$ cat src/rtl/mem_lsu.sv
// mem_lsu: load/store unit between the core datapath and the word-organised data RAM.
// A request is decoded and latched in IDLE. Legal requests spend one cycle in ACCESS
// driving the RAM, then present a response in RESP. Rejected requests skip ACCESS and
// never touch the RAM. Load data is lane-selected and extended from ram_rdata_i while
// in RESP; the RAM output is stable there because chip select stays high.
//
//   state     | meaning
//   ----------+---------------------------------------------------------------
//   ST_IDLE   | ready for a request; decode and latch on req_valid_i
//   ST_ACCESS | one-cycle RAM access with the registered address/mask/data
//   ST_RESP   | response presented and held until resp_ready_i

`ifndef API_ADDR_WIDTH
`define API_ADDR_WIDTH 32
`endif
`ifndef API_DATA_WIDTH
`define API_DATA_WIDTH 32
`endif

module mem_lsu #(
    parameter int RAM_AW = 14
) (
    input  logic                       clk,
    input  logic                       reset,
    input  logic                       req_valid_i,
    output logic                       req_ready_o,
    input  logic                       req_we_i,
    input  logic [`API_ADDR_WIDTH-1:0] req_addr_i,
    input  logic [1:0]                 req_size_i,
    input  logic                       req_unsigned_i,
    input  logic [`API_DATA_WIDTH-1:0] req_wdata_i,
    output logic                       resp_valid_o,
    input  logic                       resp_ready_i,
    output logic [`API_DATA_WIDTH-1:0] resp_rdata_o,
    output logic                       resp_err_o,
    output logic                       ram_en_n_o,
    output logic [`API_ADDR_WIDTH-1:0] ram_addr_o,
    output logic [`API_DATA_WIDTH-1:0] ram_wdata_o,
    output logic [3:0]                 ram_wr_mask_o,
    input  logic [`API_DATA_WIDTH-1:0] ram_rdata_i
);

    localparam int AW = `API_ADDR_WIDTH;
    localparam int DW = `API_DATA_WIDTH;

    localparam logic [1:0] SZ_BYTE = 2'b00;
    localparam logic [1:0] SZ_HALF = 2'b01;
    localparam logic [1:0] SZ_WORD = 2'b10;

    typedef enum logic [1:0] {
        ST_IDLE   = 2'd0,
        ST_ACCESS = 2'd1,
        ST_RESP   = 2'd2
    } state_t;

    state_t          r_state;
    state_t          w_state_nxt;
    logic            w_accept;

    // latched request attributes
    logic            r_we;
    logic            r_unsigned;
    logic            r_err;
    logic [1:0]      r_size;
    logic [1:0]      r_lane;
    logic [3:0]      r_mask;
    logic [AW-1:0]   r_ram_addr;
    logic [DW-1:0]   r_ram_wdata;

    // request decode
    logic            w_range_err;
    logic            w_req_err;
    logic [3:0]      w_req_mask;
    logic [DW-1:0]   w_req_wdata;
    logic [AW-1:0]   w_word_addr;

    // load extraction
    logic [7:0]      w_ld_byte;
    logic [15:0]     w_ld_half;
    logic [DW-1:0]   w_ld_ext;

    // Decode the incoming request: error check, byte mask, lane replication, word address.
    always_comb begin
        w_range_err = |(req_addr_i >> (RAM_AW + 2));
        w_req_err   = w_range_err;
        w_req_mask  = 4'b0000;
        w_req_wdata = req_wdata_i;
        w_word_addr = '0;
        w_word_addr[RAM_AW-1:0] = req_addr_i[RAM_AW+1:2];

        case (req_size_i)
            SZ_BYTE: begin
                w_req_mask  = 4'b0001 << req_addr_i[1:0];
                w_req_wdata = {4{req_wdata_i[7:0]}};
            end
            SZ_HALF: begin
                w_req_err   = w_range_err | req_addr_i[0];
                w_req_mask  = req_addr_i[1] ? 4'b1100 : 4'b0011;
                w_req_wdata = {2{req_wdata_i[15:0]}};
            end
            SZ_WORD: begin
                w_req_err   = w_range_err | (req_addr_i[1:0] != 2'b00);
                w_req_mask  = 4'b1111;
                w_req_wdata = req_wdata_i;
            end
            default: begin
                w_req_err   = 1'b1;
            end
        endcase

        // loads never assert a write lane
        if (!req_we_i) begin
            w_req_mask = 4'b0000;
        end
    end

    // State register.
    always_ff @(posedge clk) begin
        if (reset) begin
            r_state <= ST_IDLE;
        end else begin
            r_state <= w_state_nxt;
        end
    end

    // Next-state decode and handshake/RAM control outputs.
    always_comb begin
        w_state_nxt   = r_state;
        w_accept      = 1'b0;
        req_ready_o   = 1'b0;
        resp_valid_o  = 1'b0;
        resp_err_o    = 1'b0;
        resp_rdata_o  = '0;
        ram_en_n_o    = 1'b1;
        ram_wr_mask_o = 4'b0000;

        case (r_state)
            ST_IDLE: begin
                req_ready_o = 1'b1;
                if (req_valid_i) begin
                    w_accept    = 1'b1;
                    w_state_nxt = w_req_err ? ST_RESP : ST_ACCESS;
                end
            end
            ST_ACCESS: begin
                // reset cancels an access still in flight so a dropped store cannot land
                ram_en_n_o    = reset;
                ram_wr_mask_o = reset ? 4'b0000 : r_mask;
                w_state_nxt   = ST_RESP;
            end
            ST_RESP: begin
                resp_valid_o = 1'b1;
                resp_err_o   = r_err;
                resp_rdata_o = (r_err || r_we) ? '0 : w_ld_ext;
                if (resp_ready_i) begin
                    w_state_nxt = ST_IDLE;
                end
            end
            default: begin
                w_state_nxt = ST_IDLE;
            end
        endcase
    end

    // Latch request attributes on accept; RAM-facing registers only change for legal requests.
    always_ff @(posedge clk) begin
        if (reset) begin
            r_we        <= 1'b0;
            r_unsigned  <= 1'b0;
            r_err       <= 1'b0;
            r_size      <= SZ_BYTE;
            r_lane      <= 2'b00;
            r_mask      <= 4'b0000;
            r_ram_addr  <= '0;
            r_ram_wdata <= '0;
        end else if (w_accept) begin
            r_we       <= req_we_i;
            r_unsigned <= req_unsigned_i;
            r_err      <= w_req_err;
            r_size     <= req_size_i;
            r_lane     <= req_addr_i[1:0];
            if (!w_req_err) begin
                r_mask      <= w_req_mask;
                r_ram_addr  <= w_word_addr;
                r_ram_wdata <= w_req_wdata;
            end
        end
    end

    assign ram_addr_o  = r_ram_addr;
    assign ram_wdata_o = r_ram_wdata;

    // Select the addressed lane of the returned word and extend it to full width.
    always_comb begin
        w_ld_byte = ram_rdata_i[{r_lane, 3'b000} +: 8];
        w_ld_half = r_lane[1] ? ram_rdata_i[31:16] : ram_rdata_i[15:0];
        case (r_size)
            SZ_BYTE: w_ld_ext = {{(DW-8){~r_unsigned & w_ld_byte[7]}}, w_ld_byte};
            SZ_HALF: w_ld_ext = {{(DW-16){~r_unsigned & w_ld_half[15]}}, w_ld_half};
            default: w_ld_ext = ram_rdata_i;
        endcase
    end

endmodule

$ cat config.mk
export PLATFORM = sky130hd
export DESIGN_NAME = mem_lsu
export DESIGN_NICKNAME = d
export VERILOG_FILES = /design/src/rtl/mem_lsu.sv
export SDC_FILE = /design/constraint.sdc
export NUM_CORES = 1
export LEC_CHECK = 0
export ABC_AREA = 1
export CAP_MARGIN = 20
export CORE_ASPECT_RATIO = 1.1
export CORE_MARGIN = 10
export CORE_UTILIZATION = 33
export DETAILED_ROUTE_END_ITERATION = 10
export PLACE_DENSITY_LB_ADDON = 0.12
export SLEW_MARGIN = 20
export SYNTH_ARGS = -nofsm -noshare
export SYNTH_HDL_FRONTEND = slang
export SYNTH_SLANG_ARGS = --single-unit
export TNS_END_PERCENT = 100
$ cat constraint.sdc
create_clock -name clk -period 4.44 [get_ports clk]
set_input_delay 0.888 -clock clk [delete_from_list [all_inputs] [get_ports clk]]
set_output_delay 0.888 -clock clk [all_outputs]
set_load 0.005 [all_outputs]
After elaboration in Yosys (flattened, before gate mapping)
Cells that the tools add are included.

Mux-type cells: 21. Equal/unequal tests: 7. Reductions and logical operators: 8. Shifts and indexed selects: 2. Bitwise gates (word level): 6.

Operators by type and width (count): 32-bit one-hot mux with 2 select lines (2); 32-bit 2-to-1 mux (2); 32-bit by 6-bit variable part select with 8-bit output (1); 16-bit 2-to-1 mux (1); 4-bit 2-to-1 mux (4); 16-bit OR reduction (1); 4-bit one-hot mux with 3 select lines (1); 2-bit by 1-bit equality test with 1-bit output (second input constant) (3); 2-bit zero test (3); 1-bit 2-to-1 mux (6); 2-bit 2-to-1 mux (3); 2-bit one-hot mux with 3 select lines (1); 2-bit equality test (second input constant) (2); 2-bit inequality test (second input constant) (2); 2-bit AND reduction (2); 1-bit by 2-bit << shifter with 4-bit output (first input constant) (1); 1-bit one-hot mux with 3 select lines (1); 1-bit AND (2); 1-bit NOT (2); 1-bit bitwise OR (2); 2-bit nonzero test (1); 1-bit logical OR (1).

Bits of input ports: 104. Word-level logic and storage cells: 53. Output and inout bits: 104. Register bits: 59.

Logic depth before layout (Yosys ltp)
Depth in word-level cells: 6. Mapped depth: 11.

Worst setup path after synthesis
No wires, ideal clock.

Path type: input to output. From: in ram_rdata_i[7]. To: out resp_rdata_o[25]. Path slack: 1873 ps. Path buffers: 1. Arrival: 1679 ps. Stages on the path: 9. Cells stage by stage: inv_1 -> o21ai_1 -> nand3_1 -> nand2_1 -> nand2_1 -> nand3_2 -> nand2_4 -> buf_6 -> nor2_1.

Cells in the longest elaborated chain, start to end: 5.

Ends and longest elaborated chain: from (decl) (line 40) `` input logic [`API_DATA_WIDTH-1:0] ram_rdata_i ``; 32-bit by 6-bit variable part select with 8-bit output (line 195) `w_ld_byte = ram_rdata_i[{r_lane, 3'b000} +: 8];`; 1-bit AND (line 198) `SZ_BYTE: w_ld_ext = {{(DW-8){~r_unsigned & w_ld_byte[7]}}, w_ld_byte};`; 32-bit one-hot mux with 2 select lines (line 197) `case (r_size)`; 32-bit 2-to-1 mux (line 154) `resp_rdata_o = (r_err || r_we) ? '0 : w_ld_ext;`; 32-bit 2-to-1 mux (line 137) `case (r_state)`; to (decl) (line 34) `` output logic [`API_DATA_WIDTH-1:0] resp_rdata_o, ``.

No other way between the ends.

Worst setup path after layout
From: in ram_rdata_i[23]. To: out resp_rdata_o[18].

Same word-level chain as after synthesis.

==> results.env <==
AREA_GROWTH_PCT=53.36
PLACEDINSTANCEAREA_SQ_UM=5877
SYNTH.TOP_CELL.AREA_SHARE=0.2920
ASYNC_FLOP_SHARE=0
GRTUSAGETOTAL=0.1699
HTREE_NUM_LEVELS=3
CLK_LATENCY_NS=0.33
WORST_HOLD_SLACK_NS=0.4671
CLK_PIN_SLEW_NS=0.05
SYNTH.TOP_CELLS.BY_AREA='dfxtp_1 29%, nand2_1 14%, inv_1 10%, nand4_1 7.7%, nor2_1 7.1%'
DR.PASS1.ITERS=5
YS_WARN_COUNT=0
CRITICAL-PATH-MAX-STAGE-DELAY_NS=0.53
NETLIST_AREA_SQ_UM=4045
VERTICAL_EXTENT_OF_THE_DIE_UM=136.1
DRT_DRC_VIOLATIONS_LEFT=0
STATUS='complete, no violations'
SYNTH.TOP_CELLS.BY_COUNT='156 x nand2_1, 112 x inv_1, 76 x nor2_1, 59 x dfxtp_1, 50 x nand4_1'
NUMCTSBUFFERS=9
CORE_FOOTPRINT_SQ_UM=12030
CLKPWRFRAC=0.419
CTS_BUFFER_DEPTH=2
POWER.TOTAL_mW=1.831
POWER.INTERNAL_mW=1.311
WORST_EP_ARRIVAL_TIME_NS=2.75
REQUIRED_TIME_REPORTED_FOR_THE_CRITICAL_PATH_ENDPOINT_NS=3.55
WORST_CASE_HEADROOM_TO_THE_MAX_SLEW_LIMIT=0.4564
ANT_NETS=0
CP_MOST_FREQUENT_CELL='nand2_1'
SYNTH_SEQ_CELLS=59
DRT-WIRELENGTH-PER-CELL_UM=15.17
DP_HPWL_UM=11450
YOSYSTOPAREACELL='dfxtp_1'
DIODES=0
TOTALWIRELENGTH_UM=14980
POWER.COMBINATIONAL.FRACTION=0.261
GRT_SETUP_UNREPAIRED='no'
BOUNDARYPINS=208
PATH_CELLS='clkdlybuf4s50_1 > nand2_1 > o21ai_1 > nand3_1 > nand2_1 > nand2_1 > nand3_2 > nand2_4 > nor2_1 > clkdlybuf4s50_1'
CLOCK.FMAX_GHz=0.2746
FINALHOLDVIOLCOUNT=0
P_PER_AREA_nW_PER_UM2=295.2
YS.FLOP_TYPE='dfxtp_1'
FIN_WORST_SKEW_NS=0.003780
HOLD_PATH_STARTPOINT='ram_wdata_o[16]$_SDFFE_PP0P_'
NUMBER_OF_HOLD_BUFFERS_ADDED_AFTER_CTS=0
DIE_W_UM=125.6
CRITPATHCAPTURETYPE='primary output'
CP-STARTPOINT='ram_rdata_i[23]'
SYNTHMOSTINSTANTIATEDCELL='nand2_1'
FRACTION_OF_LAYOUT_INSTANCES_USING_A_DRIVE_STRENGTH_ABOVE_1=0.06595
ANTENNA_VIOLATIONS_BEFORE_REPAIR=0
DRT_ITER0_DRC=370
CTS_RESIZED=0
TRITONCTS_CLOCK_TREE='built'
MAX_CAP_VIOLS=0
GRT_FIRST_PASS_WIRELENGTH_UM=24040
SYNTH_ENABLE_FLOP_CELLS=0
DIE_AREA_SQ_UM=17090
GRT_START_MAX_NET_PINS=82
SYNTH_CELL_TYPES=30
PEAKVDDDROP_mV=0.1506
SYNTH.YOSYS.SEQ_AREA_SHARE=0.2920
OVERFLOW=0
MIN_PATH_TYPE='reg2reg'
POWER.SHARE.SWITCHING=0.2843
FINALCRITPERIODSHARE=0.8201
SETUP-TNS-FINAL_NS=0
POWER.SWITCHING_uW=520.7
FLOORPLAN.INITIALDENSITY=0.3361
FINAL_NETS=938
SYN_AVG_CELL_AREA_SQ_UM=6.092
LEAKAGEPOWER_nW=2.911
WORSTPATHMAXFANOUT=16
WORSTMARGINPINSLEW_NS=0.8154
POST-ROUTE-CELL-AREA_SQ_UM=6203
TRITONCTS_NUM_SINKS=59
ROUTED_VIA_DENSITY=4.717
RR_STARTPOINT='r_state[0]$_SDFFE_PP0P_'
MAXSLEWVIOLCOUNT=0
BUFFER_PORTS.INSERTED=189
SYNTHCELLS=664
CTS_ROOT_BUFFER='clkbuf_16'
PWR-SHARE-SEQ=0.319
GRT_PASS1_VIAS=4386
GPL.FINAL_WEIGHTED_CONGESTION=0.8814
CRIT_SLOWEST_CELL='clkdlybuf4s50_1'
DETAILROUTE.VIA_COUNT=4660
FINAL.MIN_CLOCK_PERIOD_NS=3.641
TIMING.CRITICAL_PATH.FROM_TYPE='input port'
POST-CTS-SETUP-BUFFERS=0
SETUP_VIOLATIONS=0
CRITICALPATHCATEGORY='in2out'
FP-ROW-COUNT=42
==> cells in the final DEF (no fill, tap or decap) <==
cell type        instances
nand3_2                  1
clkinv_4                 1
nand2_4                  2
nor2_2                   8
o21ai_1                  2
clkdlybuf4s50_1        189
nand2_1                156
clkinv_2                 2
nand4_1                 50
a21oi_2                  3
clkbuf_8                 2
ha_1                     4
nand2_2                  1
o22ai_1                  8
clkbuf_16                9
a21boi_0                 7
nand3_1                 32
bufinv_16                2
buf_4                    4
conb_1                  18
a21oi_1                 26
inv_1                  112
inv_4                    1
dfxtp_1                 59
o221ai_1                 7
or2_1                    1
nand3_4                  1
nor2_1                  76
o21ai_0                 32
inv_2                   11
or2_2                    7
==> worst max-delay path, delay by kind of cell <==
family	cells	cell delay, ns
simple gates	7	0.70
compound gates	1	0.14
buf+inv	2	1.01
==> metal layers <==
| metal | vias up | GRT usage | share of wire |
|---|---|---|---|
| met5 | - | 0 | 0 |
| li1 | 2386 | - | - |
| met4 | 0 | 0.04289 | 0.010 |
| met3 | 12 | 0.06311 | 0.087 |
| met1 | 2080 | 0.2041 | 0.42 |
| met2 | 182 | 0.2805 | 0.48 |
==> per-stage QoR <==
stage | instances | setup slack (ns) | utilization
finish | 988 | 0.7987 | 0.5155
global route | 988 | 0.5820 | 0.5155
CTS | 988 | 0.8032 | 0.5155
detailed placement | 973 | 0.8115 | 0.4884
global placement | 973 | 0.8719 | 0.4884
floorplan | 681 | 1.873 | -
==> power groups by stage <==
| stage | clock (mW) | combinational, mW | sequential (mW) |
|---|---|---|---|
| 2_1_floorplan | 0 | 0.268 | 0.589 |
| 3_3_place_gp | 0 | 0.473 | 0.595 |
| 3_5_place_dp | 0 | 0.479 | 0.596 |
| 4_1_cts | 0.785 | 0.481 | 0.585 |
| 5_1_grt | 0.811 | 0.532 | 0.589 |
| 6_report | 0.768 | 0.479 | 0.585 |
==> cells by family (layout without fill, tap and decap cells) <==
kind of cell    count (synthesis)  count (layout)  share of synthesized area
simple gates                  335             335                     0.3709
buf+inv                       180             333                     0.2026
compound gates                 85              85                     0.1212
flops                          59              59                     0.2920
fa+ha+maj                       4               4                    0.01237
other cells                     1              18                  0.0009270
==> flip-flops by register name (all words and copies together) (netlist names) <==
| name | count |
|---|---|
| ram_wdata_o | 32 |
| r_size | 2 |
| r_unsigned | 1 |
| ram_addr_o | 14 |
| r_state | 2 |
| r_err | 1 |
| r_mask | 4 |
| r_lane | 2 |
| r_we | 1 |
==> path summary, 6_finish.rpt <==
path,endpoint,slack [ns],cells after the start
worst min register to register,ram_wdata_o[16]$_SDFFE_PP0P_,0.47,2
worst min-delay path,ram_wdata_o[16]$_SDFFE_PP0P_,0.47,2
worst max register to register,ram_wdata_o[0]$_SDFFE_PP0P_,2.05,7
worst max-delay path,resp_rdata_o[18],0.80,10
==> area by class of cell <==
| cell class | count | area (sq um) |
|---|---|---|
| repair buffers | 193 | 1922 |
| fillers | 1217 | 5831 |
| multi-input cells | 442 | 2108 |
| clock inverters | 4 | 73.82 |
| well taps | 154 | 192.7 |
| inverters | 125 | 473.0 |
| clock buffers | 11 | 252.7 |
| flip-flops and latches | 59 | 1181 |
Power figures use the tool's default switching activity.
